**src/rtl/ula_ctrl.sv**
```systemverilog
// rtl/ula_ctrl.sv - command FIFO and sequencer driving an 8-bit ALU over valid/ready
module ula_ctrl #(
    parameter int WIDTH = 8,
    parameter int DEPTH = 4,
    parameter int LAT   = 1,
    localparam int CW   = $clog2(DEPTH + 1)
) (
    input  logic             clk,
    input  logic             rst,
    input  logic             cmd_valid,
    output logic             cmd_ready,
    input  logic [WIDTH-1:0] cmd_a,
    input  logic [WIDTH-1:0] cmd_b,
    input  logic [2:0]       cmd_op,
    output logic [WIDTH-1:0] alu_a,
    output logic [WIDTH-1:0] alu_b,
    output logic [2:0]       alu_op,
    input  logic [WIDTH-1:0] alu_s,
    output logic             res_valid,
    input  logic             res_ready,
    output logic [WIDTH-1:0] res_data,
    output logic [2:0]       res_op,
    output logic [CW-1:0]    count,
    output logic             busy
);
    localparam int AW = (DEPTH > 1) ? $clog2(DEPTH) : 1;
    localparam int WW = (LAT > 0) ? $clog2(LAT + 1) : 1;
    localparam int EW = 2 * WIDTH + 3;

    typedef enum logic [1:0] {IDLE, WAIT, HOLD} state_t;

    state_t         state, state_n;
    logic [EW-1:0]  mem [DEPTH];
    logic [AW-1:0]  wptr, rptr;
    logic [WW-1:0]  wcnt;
    logic [EW-1:0]  head;
    logic           push, pop, capture;

    assign cmd_ready = (count != CW'(DEPTH));
    assign push      = cmd_valid && cmd_ready;
    assign head      = mem[rptr];
    assign busy      = (state != IDLE) || (count != '0);

    always_ff @(posedge clk) begin
        if (rst) state <= IDLE;
        else     state <= state_n;
    end

    always_comb begin
        state_n = state;
        pop     = 1'b0;
        capture = 1'b0;
        case (state)
            IDLE: if (count != '0) begin
                pop     = 1'b1;
                state_n = WAIT;
            end
            WAIT: if (wcnt == '0) begin
                capture = 1'b1;
                state_n = HOLD;
            end
            HOLD: if (res_ready) state_n = IDLE;
            default: state_n = IDLE;
        endcase
    end

    // Storage needs no reset: count/pointers alone decide what is valid.
    always_ff @(posedge clk) begin
        if (push) mem[wptr] <= {cmd_op, cmd_a, cmd_b};
    end

    always_ff @(posedge clk) begin
        if (rst) begin
            wptr      <= '0;
            rptr      <= '0;
            count     <= '0;
            wcnt      <= '0;
            alu_a     <= '0;
            alu_b     <= '0;
            alu_op    <= '0;
            res_valid <= 1'b0;
            res_data  <= '0;
            res_op    <= '0;
        end else begin
            if (push) wptr <= wptr + AW'(1);
            if (pop) begin
                rptr   <= rptr + AW'(1);
                alu_op <= head[EW-1 -: 3];
                res_op <= head[EW-1 -: 3];
                alu_a  <= head[2*WIDTH-1 -: WIDTH];
                alu_b  <= head[WIDTH-1:0];
                wcnt   <= WW'(LAT);
            end
            case ({push, pop})
                2'b10:   count <= count + CW'(1);
                2'b01:   count <= count - CW'(1);
                default: count <= count;
            endcase
            if (state == WAIT && wcnt != '0) wcnt <= wcnt - WW'(1);
            if (capture) begin
                res_data  <= alu_s;
                res_valid <= 1'b1;
            end
            if (state == HOLD && res_ready) res_valid <= 1'b0;
        end
    end
endmodule

```
**config.mk**
```make
export PLATFORM = sky130hd
export DESIGN_NAME = ula_ctrl
export DESIGN_NICKNAME = d
export VERILOG_FILES = /design/src/rtl/ula_ctrl.sv
export SDC_FILE = /design/constraint.sdc
export NUM_CORES = 1
export LEC_CHECK = 0
export CORE_MARGIN = 4
export CORE_UTILIZATION = 48
export DETAILED_ROUTE_END_ITERATION = 10
export PLACE_DENSITY = 0.81
export SETUP_SLACK_MARGIN = 0.5
export SYNTH_ARGS = -nofsm -noshare
export SYNTH_HDL_FRONTEND = slang
export SYNTH_SLANG_ARGS = --single-unit
```
**constraint.sdc**
```tcl
create_clock -name clk -period 2.23 [get_ports clk]
set_input_delay 0.446 -clock clk [delete_from_list [all_inputs] [get_ports clk]]
set_output_delay 0.446 -clock clk [all_outputs]
set_load 0.03 [all_outputs]
```
* Word-level counts from Yosys, hierarchy flattened
Memories as Yosys holds them, arrays and structs flattened. A register that Yosys moved wholly into a read port is not among the register bits.
Cells that the tools add are included.
** Storage, ports and cells
- Register bits :: 19
- Memory bits (writable) :: 76
- Input bits :: 31
- Output and inout bits :: 36
- Memories :: 1
** Memory list
- mem :: words 4, bits a word 19, rd ports 1, clocked after memory_dff 1, write ports 1, RTL line 33 : logic [EW-1:0] mem [DEPTH];
** Operators by class
- $add $sub $neg :: 5
- Eq/ne operators :: 8
- Muxes and demuxes :: 13
- Reductions and logical operators :: 11
** Operator list (count)
- $mux 1 :: 8
- $mux 2 :: 3
- $ne 2x2->1 const B :: 3
- $pmux 2 s3 :: 1
- $pmux 3 s2 :: 1
- $reduce_bool 2->1 :: 3
- $add 2x1->2 const B :: 2
- $eq 2x1->1 const B :: 2
- $eq 2x2->1 const B :: 2
- $add 3x1->3 const B :: 1
- $logic_and 1x1->1 :: 3
- $ne 3x3->1 const B :: 1
- $reduce_and 3->1 :: 1
- $reduce_bool 3->1 :: 1
- $sub 3x1->3 const B :: 1
- $logic_not 2->1 :: 1
- $reduce_or 2->1 :: 1
- $logic_or 1x1->1 :: 1
- $sub 1x1->1 const B :: 1

* Longest topological paths before layout
- Depth after elaboration :: 5
- Depth in mapped cells :: 10
- Depth with buffers taken out :: 9

* Worst setup path before layout
OpenSTA, ideal clock, no wires.
- Path kind :: register to register
- Start :: reg count[2]
- End :: reg count[2]
- Setup time :: 70 ps
- Arrival time :: 2348 ps
- Required time :: 2160 ps
- Path slack :: -189 ps
- Stages on the path, launching flop included :: 10
- Path buffers :: 1
- Period minus slack after synthesis :: 2419 ps
- Cells stage by stage :: dfxtp_1 -> or3b_1 -> buf_2 -> nand2_1 -> ha_1 -> inv_1 -> fa_1 -> xor2_1 -> or3_1 -> a21oi_1
** Between the ends
- Elaborated cells between the ends (all ways) :: 11
- Classes of those cells :: add/sub (2); eq/ne (3); mux (3); reduce/logical (3)
** RTL lines
- from (decl) :: RTL line 23 : output logic [CW-1:0] count,
- from (signal assigned) :: RTL line 95 : 2'b10: count <= count + CW'(1);
- from (signal assigned) :: RTL line 96 : 2'b01: count <= count - CW'(1);
- from (signal assigned) :: RTL line 97 : default: count <= count;
- $ne 3x3->1 * :: RTL line 39 : assign cmd_ready = (count != CW'(DEPTH));
- named net cmd_ready :: RTL line 11 : output logic cmd_ready,
- $logic_and 1x1->1 * :: RTL line 40 : assign push = cmd_valid && cmd_ready;
- $eq 2x1->1 or $eq 2x2->1 (tied branches) :: RTL line 94 : case ({push, pop})
- $pmux 3 s2 or $reduce_bool 2->1 (tied branches)
The timed path passes the listed nets; every way through them passes the cells marked *.
A chain may end at the register's enable or synchronous reset.

* Worst setup path in the final report
- Start :: reg count[2]
- End :: reg count[2]
** Between the ends
- Word-level cells in the longest chain between the ends :: 5
- Elaborated cells between the ends (all ways) :: 11
- Classes of those cells :: add/sub (2); eq/ne (3); mux (3); reduce/logical (3)
** RTL lines
- $reduce_bool 3->1 :: RTL line 54 : IDLE: if (count != '0) begin
- $mux 1 :: RTL line 54
- $mux 1 :: RTL line 53 : case (state)
- $eq 2x1->1 or $eq 2x2->1 (tied branches) :: RTL line 94
- $pmux 3 s2 or $reduce_bool 2->1 (tied branches)
Parallel ways exist; a longest one is shown, timed or not.

==> flow_summary_export.csv <==
group,metric,value,unit
hold_path,hold_depth,1,
setup_path,r2r_end,"count[2]",
final_layout,drive_above_1_share,31.3,%
outcome,status,"completed",
setup_path,start_kind,"register",
global_route,grt_pass1_vias,2633,
global_route,grt.total_usage,16.9,%
clock_tree,cts_sinks,114,
synthesis,synth.net_count,282,
sta,finalCritPeriodShare,88.5,%
synthesis,syn_avg_cell_area,17.7,sq um
power_and_ir_drop,netSwitchingPower,2.62,mW
setup_path,crit_fanout,4,
setup_path,required,2.64,ns
sta,hold_viol,0,
sta,drv_slew,0,
clock_tree,hold_buffers,0,
detailed_routing,drc,0,
setup_path,ff2ff_setup_slack,0.26,ns
floorplanning,die_w,103,microns
synthesis,yosysWarnings,0,
placed_design,gp_congestion,0.755,
clock_tree,clockBufferDepth,2,
setup_path,setup.worst_path.start,"count[2]",
floorplanning,num_io_pins,67,
setup_path,r2r_cells,8,
job,drv_cap,0,
global_route,grt_pass1_wl,13.0,mm
global_route,antenna_found_initial,0,
floorplanning,core_area,0.00876,sq mm
power_and_ir_drop,power_frac_seq,35.6,%
hold_path,holdPathEnd,"alu_a[2]",
floorplanning,dieArea,0.0106,sq mm
placed_design,port_buffers,66,
global_route,gr-total-overflow,0,
power_and_ir_drop,swShare,32.6,%
sta,fmax,507,MHz
setup_path,r2r_start,"count[2]",
detailed_routing,vias,2479,
synthesis,synth_area,0.00433,sq mm
power_and_ir_drop,pwr-share-clk,32.4,%
detailed_routing,drt_wl_total,8.33,mm
final_layout,antenna_cells,0,
setup_path,cp.arrival,2.39,ns
clock_tree,clk_latency,0.49,ns
sta,fin_setup_tns,0,ns
synthesis,yosysUniqueCellTypes,36,
synthesis,synth-seq-cells,114,
synthesis,synth.yosys.seq_area_share,70.3,%
power_and_ir_drop,ir_drop,0.897,mV
detailed_routing,routedWlPerCell,18.3,microns
clock_tree,htreeDepth,4,
clock_tree,clk_pin_slew,0.06,ns
floorplanning,initial_core_util,49.4,%
sta,relSlewSlack,74.2,%
hold_path,min_path_type,"reg -> reg",
clock_tree,cts-root-buf,"clkbuf_8",
power_and_ir_drop,p_total,8.02,mW
final_layout,syn_to_final_growth,35.0,%
sta,finalCriticalPeriod,1.97,ns
clock_tree,cts_buffers,17,
power_and_ir_drop,p_int,5.40,mW
power_and_ir_drop,combPwrFrac,32.0,%
placed_design,dp.final_hpwl,4.93,mm
detailed_routing,vias_per_cell,5.44,
placed_design,placed_cells,416,
final_layout,fin_cells,456,
sta,tightest_slew,0.385,ns
final_layout,final_nets,372,
detailed_routing,drtAntennaViolNets,0,
setup_path,critPathCaptureType,"register",
clock_tree,cts_tree,"yes",
power_and_ir_drop,leakage,2.18,nW
sta,rsz0062_at_grt,"yes",
global_route,grt_max_degree,20,
detailed_routing,first_iter_violations,128,
synthesis,syn-instance-count,245,
floorplanning,fp-row-count,34,
floorplanning,fp.dieH,103,microns
detailed_routing,drtPass1Iterations,4,
power_and_ir_drop,power.density,1370,mW/mm^2
sta,finClkSkew,0.00768,ns
sta,setup_viol,0,
hold_path,min-delay-start,"alu_a[2]",
setup_path,path_class,"reg -> reg",
sequential cells by signal, summed over array words and instances (netlist names):
register,count
res_valid,1
wptr,2
mem,76
res_op,3
state,2
wcnt,1
alu_b,8
res_data,8
alu_a,8
rptr,2
count,3
power groups by stage:
stage / logic (mW) / clock network, mW / registers [mW]
finish: 2.57 / 2.59 / 2.86
global route: 2.75 / 2.74 / 2.90
CTS: 2.54 / 2.64 / 2.85
detailed placement: 2.56 / 0 / 2.90
global placement: 2.50 / 0 / 2.88
floorplan: 1.29 / 0 / 3.28
cell families after synthesis:
family	share of synthesized area (%)
DFF	70.3
AOI/OAI and AO/OA	7.08
and+or+nand+nor	4.45
muxes	12.5
buffers and inverters	3.35
adders and majority gates	1.91
xor gates and xnor gates	0.405
critical path, stage by stage, from the launching register on:
cell	delay, ns
dfxtp_4	0.36
or3b_4	0.40
nand2_4	0.07
ha_4	0.12
inv_2	0.03
fa_2	0.32
xor2_1	0.15
or3_1	0.30
a21oi_1	0.13
worst max path at each step:
stage | endpoint | cells past startpoint
6_report | count[2] | 8
3_5_place_dp | count[2] | 8
2_1_floorplan | count[2] | 9
5_1_grt | count[2] | 8
3_3_place_gp | count[2] | 8
4_1_cts | count[2] | 8
layout make-up:
| class | instances | area [sq um] |
|---|---|---|
| fill | 595 | 2920 |
| inverter | 9 | 33.8 |
| multi-input combinational | 106 | 1180 |
| clock buffer | 17 | 414 |
| tap | 108 | 135 |
| sequential | 114 | 3060 |
| timing repair buffer | 87 | 851 |
| clock inverter | 15 | 170 |
Yosys cell counts:
master	n	share of area, %
buf_2	2	0.23
or3_4	1	0.26
a311oi_1	1	0.20
xor2_1	2	0.40
nand3_1	2	0.23
nand3b_1	2	0.35
a22o_1	1	0.20
fa_1	1	0.46
or3b_1	1	0.20
o21ai_0	3	0.35
a31o_2	1	0.20
o31ai_1	1	0.17
mux4_2	10	5.2
mux4_1	9	5.5
a21oi_1	8	0.92
nor2_1	14	1.2
buf_4	5	0.87
a22o_2	18	4.2
nand2_1	5	0.43
dfxtp_1	38	18
a31oi_1	1	0.14
nor2_4	1	0.26
edfxtp_1	76	53
a21o_1	2	0.35
ha_1	5	1.4
inv_1	9	0.78
or3_1	1	0.14
a21oi_4	1	0.38
mux2i_1	8	1.8
buf_1	2	0.17
nor3b_1	1	0.17
buf_6	4	1.0
clkbuf_1	3	0.26
nor3_1	1	0.12
nor4_4	1	0.49
and3_1	4	0.58
what timing repair did:
item / in CTS / in global routing
pin swaps: 5 / 2
buffers inserted: 7 / 1
resized for setup: 63 / 25
cloned: 0 / 0
setup endpoints to repair: 38 / 45
layer usage:
| metal | vias to the layer above | wire length (microns) | global-route usage, % |
|---|---|---|---|
| met5 | - | 0 | 0 |
| met4 | 0 | 115 | 7.27 |
| met3 | 10 | 360 | 5.41 |
| met2 | 68 | 4570 | 29.9 |
| met1 | 1261 | 3280 | 18.6 |
| li1 | 1140 | - | - |
per-stage QoR:
step                      setup WS (ns)  cell area (sq um)  hold slack, ns  utilization, %
final                             0.256               5840           0.472            66.7
after global routing              0.168               5840           0.493            66.7
after CTS                         0.235               5830           0.477            66.5
after detailed placement         0.0812               5210           0.470            59.5
after global placement            0.139               5210           0.457            59.5
after floorplan                   0.137               4370           0.481               -
cell usage in the layout (no fill, tap or decap), types with 3 or more instances in the layout:
cell type and count:
a21oi_1 8, a22o_2 18, and3_1 4, buf_12 6
buf_4 14, clkbuf_16 16, clkbuf_2 6, clkdlybuf4s15_1 16
clkdlybuf4s50_1 30, clkinv_4 5, dfxtp_1 34, dfxtp_4 3
dlygate4sd2_1 9, edfxtp_1 76, ha_1 4, inv_1 7
inv_6 7, mux2i_1 8, mux4_1 9, mux4_2 10
nand2_1 3, nor2_1 14, o21ai_0 3
Note: power is estimated with default switching activity, not from simulation.
